**src/rtl/i2c_slave_regs.sv**
```systemverilog
// I2C target with a byte-wide register file, accessed EEPROM-style: a word-pointer
// write, then sequential writes or reads with pointer auto-increment. SDA is open-drain.
module i2c_slave_regs #(
  parameter logic [6:0] SLAVE_ADDR = 7'h50,
  parameter int         DEPTH      = 16,
  parameter int         PTR_W      = 4
) (
  input  logic             clk,
  input  logic             rst_n,
  input  logic             scl_in,
  input  logic             sda_in,
  output logic             sda_oe,
  output logic             busy,
  output logic             wr_pulse,
  output logic [PTR_W-1:0] wr_addr,
  output logic [7:0]       wr_data
);
  typedef enum logic [2:0] {
    S_IDLE, S_ADDR, S_WORD, S_WR_DATA, S_RD_LOAD, S_RD_DATA, S_WAIT
  } state_t;

  localparam logic [PTR_W-1:0] PTR_ONE = 1;

  state_t           state, state_nxt;
  logic [2:0]       scl_sync, sda_sync;
  logic             scl, scl_d, sda, sda_d;
  logic             scl_rise, scl_fall, start_det, stop_det;
  logic [7:0]       regs [DEPTH];
  logic [PTR_W-1:0] ptr;
  logic [7:0]       shift;
  logic [3:0]       bit_cnt;
  logic             ack_phase;
  logic             rx_state, rx_shift, byte_done, addr_match;
  logic             ack_start, ack_end, tx_fall, master_ack_sample;
  logic [7:0]       byte_in;

  // Two synchronizer flops plus a third for edge detection; idle bus level is high.
  always_ff @(posedge clk or negedge rst_n) begin
    if (!rst_n) begin
      scl_sync <= 3'b111;
      sda_sync <= 3'b111;
    end else begin
      scl_sync <= {scl_sync[1:0], scl_in};
      sda_sync <= {sda_sync[1:0], sda_in};
    end
  end

  assign scl       = scl_sync[1];
  assign scl_d     = scl_sync[2];
  assign sda       = sda_sync[1];
  assign sda_d     = sda_sync[2];
  assign scl_rise  = scl & ~scl_d;
  assign scl_fall  = ~scl & scl_d;
  assign start_det = scl & scl_d & sda_d & ~sda;
  assign stop_det  = scl & scl_d & ~sda_d & sda;

  // State register
  always_ff @(posedge clk or negedge rst_n) begin
    if (!rst_n) state <= S_IDLE;
    else        state <= state_nxt;
  end

  // Bit-slot decode shared by the next-state logic and the datapath
  always_comb begin
    rx_state          = (state == S_ADDR) || (state == S_WORD) || (state == S_WR_DATA);
    rx_shift          = rx_state && scl_rise && (bit_cnt < 4'd8);
    byte_done         = rx_shift && (bit_cnt == 4'd7);
    byte_in           = {shift[6:0], sda};
    addr_match        = (byte_in[7:1] == SLAVE_ADDR);
    ack_start         = scl_fall && !ack_phase && (bit_cnt == 4'd8) &&
                        ((state == S_WORD) || (state == S_WR_DATA) || (state == S_RD_LOAD));
    ack_end           = scl_fall && ack_phase;
    tx_fall           = (state == S_RD_DATA) && scl_fall;
    master_ack_sample = (state == S_RD_DATA) && scl_rise && (bit_cnt == 4'd9);
  end

  // Next-state logic; state moves on the 8th data rise so the ACK slot belongs to the new state
  always_comb begin
    state_nxt = state;
    if (stop_det) begin
      state_nxt = S_IDLE;
    end else if (start_det) begin
      state_nxt = S_ADDR;
    end else begin
      case (state)
        S_ADDR:    if (byte_done) state_nxt = !addr_match ? S_WAIT :
                                              (byte_in[0] ? S_RD_LOAD : S_WORD);
        S_WORD:    if (byte_done) state_nxt = S_WR_DATA;
        S_RD_LOAD: if (ack_end) state_nxt = S_RD_DATA;
        S_RD_DATA: if (master_ack_sample) state_nxt = sda ? S_WAIT : S_RD_LOAD;
        default:   state_nxt = state;
      endcase
    end
  end

  // Datapath: shifter, pointer, register file, SDA drive and strobes
  always_ff @(posedge clk or negedge rst_n) begin
    if (!rst_n) begin
      sda_oe    <= 1'b0;
      busy      <= 1'b0;
      wr_pulse  <= 1'b0;
      wr_addr   <= '0;
      wr_data   <= '0;
      ptr       <= '0;
      shift     <= '0;
      bit_cnt   <= '0;
      ack_phase <= 1'b0;
      for (int i = 0; i < DEPTH; i++) regs[i] <= 8'h00;
    end else begin
      wr_pulse <= 1'b0;
      if (stop_det) begin
        sda_oe    <= 1'b0;
        busy      <= 1'b0;
        bit_cnt   <= '0;
        ack_phase <= 1'b0;
      end else if (start_det) begin
        sda_oe    <= 1'b0;
        bit_cnt   <= '0;
        ack_phase <= 1'b0;
      end else begin
        if (rx_shift) begin
          shift   <= byte_in;
          bit_cnt <= bit_cnt + 4'd1;
        end
        if (byte_done) begin
          case (state)
            S_ADDR: busy <= addr_match;
            S_WORD: ptr  <= byte_in[PTR_W-1:0];
            S_WR_DATA: begin
              regs[ptr] <= byte_in;
              wr_pulse  <= 1'b1;
              wr_addr   <= ptr;
              wr_data   <= byte_in;
              ptr       <= ptr + PTR_ONE;
            end
            default: ;
          endcase
        end
        if (ack_start) begin
          sda_oe    <= 1'b1;
          ack_phase <= 1'b1;
        end
        if (ack_end) begin
          ack_phase <= 1'b0;
          if (state == S_RD_LOAD) begin
            // Loading and driving the MSB share the fall that closes the ACK slot
            sda_oe  <= ~regs[ptr][7];
            shift   <= {regs[ptr][6:0], 1'b0};
            ptr     <= ptr + PTR_ONE;
            bit_cnt <= 4'd1;
          end else begin
            sda_oe  <= 1'b0;
            bit_cnt <= '0;
          end
        end
        if (tx_fall) begin
          if (bit_cnt < 4'd8) begin
            sda_oe  <= ~shift[7];
            shift   <= {shift[6:0], 1'b0};
            bit_cnt <= bit_cnt + 4'd1;
          end else if (bit_cnt == 4'd8) begin
            sda_oe  <= 1'b0;
            bit_cnt <= 4'd9;
          end
        end
        if (master_ack_sample) begin
          if (sda) busy      <= 1'b0;
          else     ack_phase <= 1'b1;
        end
      end
    end
  end
endmodule

```
**config.mk**
```make
export PLATFORM = sky130hd
export DESIGN_NAME = i2c_slave_regs
export DESIGN_NICKNAME = d
export VERILOG_FILES = /design/src/rtl/i2c_slave_regs.sv
export SDC_FILE = /design/constraint.sdc
export NUM_CORES = 1
export LEC_CHECK = 0
export BUFFER_PORTS_ARGS = -buffer_cell sky130_fd_sc_hd__buf_4
export CAP_MARGIN = 5
export CORE_ASPECT_RATIO = 0.8
export CORE_MARGIN = 1
export CORE_UTILIZATION = 45
export DETAILED_ROUTE_END_ITERATION = 10
export GPL_ROUTABILITY_DRIVEN = 0
export PLACE_DENSITY_LB_ADDON = 0.05
export SLEW_MARGIN = 20
export SYNTH_ARGS = -nofsm -noshare
export SYNTH_HDL_FRONTEND = slang
export SYNTH_SLANG_ARGS = --single-unit
```
**constraint.sdc**
```tcl
create_clock -name clk -period 3.1 [get_ports clk]
set_input_delay 0.93 -clock clk [delete_from_list [all_inputs] [get_ports clk]]
set_output_delay 0.93 -clock clk [all_outputs]
set_load 0.005 [all_outputs]
```
==> impl_results.md, run 1 <==
* CP max-delay cell: dfstp_2
* Met3 Resource Use GR at 4.63%
* Clock sink count at 169
* Drt pass-1 iters at 7
* VDD IR max at 0.375 mV
* Status: complete, no violations
* Relative slew slack at 39.5%
* Leak at 4.12 nW
* XOR/XNOR Fraction of Synth Area at 0.533%
* Critical path fanouts, max at 9
* FF/Latch Area at 0.00424 mm²
* Synth Area in Simple Gates at 9.60%
* Die Ht at 123 µm
* Hold Crit Class: register to register
* Origin of the critical flop-to-flop path: scl_sync[1]$_DFF_PN1_
* DRC violations left at 0
* Fin nets at 648
* Site row count at 43
* Min-Delay Endpoint: scl_sync[1]$_DFF_PN1_
* CP Capture Type: register
* Worst-path cell chain: or3b_4 > nor4_4 > and3_1 > buf_4 > mux2_4
* Resize count post-CTS at 0
* First-pass GRT wire length at 32,600 µm
* Clock buffer depth at 2
* Area of the die at 0.0188 mm²
* Cell Area, Synth at 0.00822 mm²
* Total number of vias at 5,209
* Maximum clock rate at 0.392 GHz
* Initial core utilization at 46.7%
* Flop-to-flop setup slack at 550 ps
* Max-Cap Viols at 0
* Largest delay contributor family on the critical path: simple AND/OR/NAND/NOR gates
* Multi-input gate area at 0.00374 mm²
* Postcts setup bufs at 0
* Placed Instances at 843
* Netlist cell types at 57
* Initial antenna violation count at 0
* R2R depth at 5
* Psw at 0.00167 W
* Fin. Hold Viols at 0
* Power per cell area at 592 mW/mm²
* # fillers at 1,501
* Syn Nets at 632
* Die X at 153 µm
* H-tree depth at 4
* Dpl hpwl at 13,500 µm
* Most used DFF post-synth: dfrtp_1
* Clk pwr share at 38.8%
* Root buffer cell: clkbuf_16
* Grt met1 use at 34.0%
* Post-DR wirelength/cell at 22.9 µm
* CTS tree: yes
* Slew Viols, Final at 0
* Fin cells at 875
* Total congestion overflow at 0
* Reg clk slew, reported paths at 60 ps
* Critical Path Source Type: register
* Vias in the first global route at 5,388
* Final setup TNS at 0 ps
* Total CTS buffers at 17
* Hold path startpoint: scl_sync[0]$_DFF_PN1_
* Top Usage Layer GRT: met2
* GR Layer Usage met2 at 35.4%
* Critical Path AT at 2860 ps
* RSZ-0062 raised after global routing: false
* Sw Share at 30.6%
* P_int at 0.00378 W
* Final ANT Viol Nets at 0
* GRT Util Overall at 23.4%
* Tcrit/Tclk final at 82.2%
* CP required at 3410 ps
* Crit Path Class: register to register
* Vias per cell at 5.95
* Final Critical Period at 2550 ps
* Hold Path Cell Cnt at 0
* WP buf/inv at 1
* Most frequent cells in the layout: 162 x dfrtp_1, 138 x mux2_2, 37 x buf_4, 28 x mux2i_1
* Yosys reg bits at 169
* Largest net degree at the start of global routing at 83
* Synth Area in Adders at 1.07%
* Core area at 0.0176 mm²
* Cell count after synthesis at 621
* Combinational share of power at 13.6%
* Yosys warns at 0
* Port Buf Inserts at 18
* Area Overhead vs Synth at 11.9%
* Drt total wl at 20,000 µm
* Commonest non-fill, non-tap cell in the layout: dfrtp_1
* Sequential power share at 47.6%
* Worst skew pair latency at 430 ps
* Initial DRC count at 323
* Share of flip-flops with an asynchronous set or reset at 100%
* Avg Inst Size Synth at 13.2 µm²
* Ant. Diodes at 0
* Mux contribution to synthesized area at 28.0%
* Sequential-to-total area share from yosys stat at 51.5%
* Setup Viol. Count Final at 0
* Post-synth EDFFs at 0
* Share of layout cells above drive strength 1 at 40.5%
* Clock skew at 14.2 ps
* Post-synthesis compound-gate area fraction at 6.27%
* CP max stage delay at 580 ps
* Io pins at 19
* Main combinational cell family by area after synthesis: multiplexers
* Worst R2R End: wr_data[3]$_DFFE_PN0P_
* Worst Max-Slew Pin Slew at 907 ps
* Hold_buf cts at 0
-- stage by stage --
step	setup slack [ps]	utilization [%]	hold slack, ps	instance area (µm²)	power [W]
final	552	52.3	356	9200	0.00545
after detailed placement	560	49.0	348	8610	0.00336
after global routing	426	52.3	359	9200	0.00570
after floorplan	942	-	345	8220	0.00301
after CTS	560	52.3	358	9200	0.00549
after global placement	673	49.0	347	8610	0.00333
-- routing by layer --
metal,share of wire (%),up-vias,wire (µm)
li1,-,2327,-
met1,50,2721,9940
met2,45,131,9000
met3,3.6,30,726
met4,1.7,0,340
met5,0,-,0
-- worst register-to-register path, delay by kind of cell (launching register included) --
kind | cells | cell delay, ps
DFF | 1 | 580
muxes | 1 | 330
buffers and inverters | 1 | 290
and+or+nand+nor | 3 | 1220
-- cells in the mapped netlist, types with 13 or more instances --
master | instances | share of area [%]
nand2_1 | 20 | 0.91
mux2_2 | 138 | 19
nand3_1 | 18 | 1.1
nor2_1 | 15 | 0.68
buf_2 | 14 | 0.85
dfrtp_1 | 163 | 50
o21ai_0 | 20 | 1.2
a21oi_1 | 13 | 0.79
clkbuf_1 | 23 | 1.0
mux4_2 | 16 | 4.4
mux2i_1 | 28 | 3.4
nor2_2 | 13 | 0.99
-- worst max-delay path by stage --
stage / from / end / slack (ps) / depth (start not counted)
final: scl_sync[1]$_DFF_PN1_ / wr_data[3]$_DFFE_PN0P_ / 550 / 5
after global routing: scl_sync[1]$_DFF_PN1_ / wr_addr[1]$_DFFE_PN0P_ / 430 / 5
after CTS: scl_sync[1]$_DFF_PN1_ / wr_addr[1]$_DFFE_PN0P_ / 560 / 5
after detailed placement: scl_sync[1]$_DFF_PN1_ / wr_data[3]$_DFFE_PN0P_ / 560 / 5
after global placement: scl_sync[1]$_DFF_PN1_ / wr_addr[0]$_DFFE_PN0P_ / 670 / 5
after floorplan: ptr[1]$_DFFE_PN0P_ / regs[120]$_DFFE_PN0P_ / 940 / 8
-- logic make-up (layout without fill, tap and decap cells) --
| group | count (synthesis) | in the layout |
|---|---|---|
| compound gates | 74 | 74 |
| simple gates | 126 | 126 |
| xor+xnor | 5 | 5 |
| fa+ha+maj | 7 | 7 |
| buf+inv | 51 | 80 |
| mux | 189 | 189 |
| flops | 169 | 169 |
-- final cells by class --
class,count,share of cell area (%)
flip-flops and latches,169,46.1
multi-input cells,401,40.6
clock buffers,19,4.81
repair buffers,40,3.58
well taps,225,3.06
clock inverters,13,1.55
inverters,8,0.326
-- sequential cells by signal, indices dropped and copies added, names as in the netlist, 3 cells and up --
| signal | count |
|---|---|
| wr_addr | 4 |
| scl_sync | 3 |
| regs | 128 |
| ptr | 4 |
| state | 3 |
| shift | 8 |
| bit_cnt | 4 |
| wr_data | 8 |
| sda_sync | 3 |
-- power groups by stage --
stage / clock (W) / sequential [W] / combinational, W
final: 0.00211 / 0.00259 / 0.000743
after detailed placement: 0 / 0.00263 / 0.000730
after floorplan: 0 / 0.00240 / 0.000604
after CTS: 0.00217 / 0.00259 / 0.000736
after global placement: 0 / 0.00261 / 0.000717
after global routing: 0.00226 / 0.00261 / 0.000827
No activity file was read; power rests on OpenSTA's default activity.
==> run 2, diff against run 1 <==
==> constraint.sdc (replaced) <==
create_clock -name clk -period 2.5 [get_ports clk]
set_input_delay 0.75 -clock clk [delete_from_list [all_inputs] [get_ports clk]]
set_output_delay 0.75 -clock clk [all_outputs]
set_load 0.005 [all_outputs]
==> run 2 against run 1 <==
Against the previous run: cell area grew 2.8%; first-iteration DRC count grew 45%; sequential power grew 15%; hold slack lost 98 ps; combinational power grew 68%; final cell count grew 3.4%; register-to-register slack lost 360 ps; wire length grew 5.0%; global-route usage grew 0.59 points; clock skew shrank 6.7 ps; count of clock-buffer cells in the layout grew 1; highest routed layer unchanged.
==> impl_results.md, run 2 (same netlist as run 1, synthesis figures left out) <==
* Status: complete, no violations
* Clock sink count at 169 (unchanged)
* Critical Path AT at 2610 ps (-250 ps)
* Hold Crit Class: input pin to asynchronous set/reset pin
* Sequential power share at 44.0% (-3.6 points)
* Fin nets at 678 (+4.6%)
* Relative slew slack at 56.9% (+17 points)
* Reg with most FFs: regs
* Area of the die at 0.0188 mm² (unchanged)
* Flop-to-flop setup slack at 200 ps (-360 ps)
* Max-Cap Viols at 0 (unchanged)
* Vias per cell at 5.95 (about the same)
* Die Ht at 123 µm (unchanged)
* CP required at 2810 ps (-600 ps)
* Psw at 0.00209 W (+26%)
* Number of flip-flops in the largest register at 128 (unchanged)
* DRC violations left at 0 (unchanged)
* Site row count at 43 (unchanged)
* Crit Path Class: register to register
* Hold_ws at 258 ps (-97.8 ps)
* Drt total wl at 21,000 µm (+5.0%)
* Placed Instances at 872 (+3.4%)
* Worst Max-Slew Pin Slew at 642 ps (-265 ps)
* Core area at 0.0176 mm² (unchanged)
* Drt pass-1 iters at 5 (-2)
* GRT Util Overall at 24.0% (+0.59 points)
* Setup Viol. Count Final at 0 (unchanged)
* Most frequent cells in the layout: 162 x dfrtp_1, 138 x mux2_2, 63 x buf_4, 28 x mux2i_1
* P_int at 0.00467 W (+24%)
* Combinational share of power at 18.4% (+4.8 points)
* Fin. Hold Viols at 0 (unchanged)
* Final Util at 53.8% (+1.5 points)
* First-pass GRT wire length at 33,000 µm (+1.5%)
* Fin cells at 905 (+3.4%)
* R2R depth at 5 (unchanged)
* Final Critical Period at 2300 ps (-244 ps)
* Initial DRC count at 469 (+45%)
* Total congestion overflow at 0 (unchanged)
* Area Overhead vs Synth at 15.1%
* Die X at 153 µm (unchanged)
* RSZ-0062 raised after global routing: false
* Clock skew at 7.48 ps (-6.73 ps)
* Worst skew pair latency at 430 ps (about the same)
* Commonest non-fill, non-tap cell in the layout: dfrtp_1
* Maximum clock rate at 0.434 GHz (+11%)
* Total number of vias at 5,388 (+3.4%)
* Biggest regs: regs: 128 flops, shift: 8 flops, wr_data: 8 flops
* H-tree depth at 4 (unchanged)
* Clk pwr share at 37.6% (-1.2 points)
* CP Capture Type: register
* Vias in the first global route at 5,399 (+0.20%)
* Ant. Diodes at 0 (unchanged)
* Final setup TNS at 0 ps (unchanged)
* Root buffer cell: clkbuf_16
* Port Buf Inserts at 18 (unchanged)
* Initial core utilization at 46.7% (unchanged)
* Largest net degree at the start of global routing at 50 (-40%)
* Clock buffer depth at 2 (unchanged)
* Resize count post-CTS at 0 (unchanged)
* VDD IR max at 0.355 mV (-5.3%)
* Power per cell area at 715 mW/mm² (+21%)
* Post-DR wirelength/cell at 23.2 µm (+1.5%)
* Share of layout cells above drive strength 1 at 43.1% (+2.6 points)
* Total CTS buffers at 17 (unchanged)
* Slew Viols, Final at 0 (unchanged)
* Tcrit/Tclk final at 92.2% (+10 points)
* Reg clk slew, reported paths at 70 ps (about the same)
* Critical Path Source Type: register
* Sw Share at 31.0% (+0.34 points)
* Dpl hpwl at 14,600 µm (+7.7%)
* Critical path fanouts, max at 12 (+3)
* Leak at 4.27 nW (+3.7%)
* Initial antenna violation count at 1 (+1)
* Final ANT Viol Nets at 0 (unchanged)
* CTS tree: yes
* Io pins at 19 (unchanged)
[run 2: worst paths after layout]
| path | to | startpoint |
|---|---|---|
| max | regs[111]$_DFFE_PN0P_ | state[2]$_DFFE_PN0P_ |
| min | regs[62]$_DFFE_PN0P_ | rst_n |
| max reg2reg | regs[111]$_DFFE_PN0P_ | state[2]$_DFFE_PN0P_ |
| min reg2reg | scl_sync[1]$_DFF_PN1_ | scl_sync[0]$_DFF_PN1_ |
| max in group asynchronous | scl_sync[2]$_DFF_PN1_ | rst_n |
| min in group clk | scl_sync[1]$_DFF_PN1_ | scl_sync[0]$_DFF_PN1_ |
[run 2: worst max-delay path, cell delays in order, from the launching register on]
cell	delay (ps)
dfrtp_1	490
nor2_1	130
and4b_1	310
nand3_1	280
nor4_4	560
mux2_2	410
[run 2: area by class of cell]
| cell class | instances | area (µm²) |
|---|---|---|
| clock inverter | 12 | 115 |
| multi-input combinational | 401 | 3740 |
| sequential | 169 | 4240 |
| inverter | 8 | 30.0 |
| timing repair buffer | 70 | 604 |
| fill | 1431 | 8130 |
| tap | 225 | 282 |
| clock buffer | 20 | 457 |
[run 2: what timing repair did]
item,CTS,global route
setup endpoints to repair,0,1
setup buffers,0,1
hold buffers,0,0
[run 2: through the flow]
stage               total power (W)  instance area, µm²  setup WS (ps)
floorplan                   0.00373                8220            342
global placement            0.00423                8880            163
detailed placement          0.00426                8880            170
CTS                         0.00681                9450            139
global route                0.00707                9460           41.1
finish                      0.00677                9460            196
[run 2: power by group through the flow]
stage	Combinational [W]	Sequential (W)	Clock, W
2_1_floorplan	0.000748	0.00298	0
3_3_place_gp	0.00121	0.00302	0
3_5_place_dp	0.00124	0.00302	0
4_1_cts	0.00124	0.00297	0.00260
5_1_grt	0.00135	0.00299	0.00272
6_report	0.00125	0.00298	0.00254
[run 2: layer usage]
layer	routed length [µm]	part of all wire (%)	track usage (%)
met1	10100	48	35.1
met2	9510	45	36.4
met5	0	0	0
met4	257	1.2	6.69
met3	1170	5.6	4.52
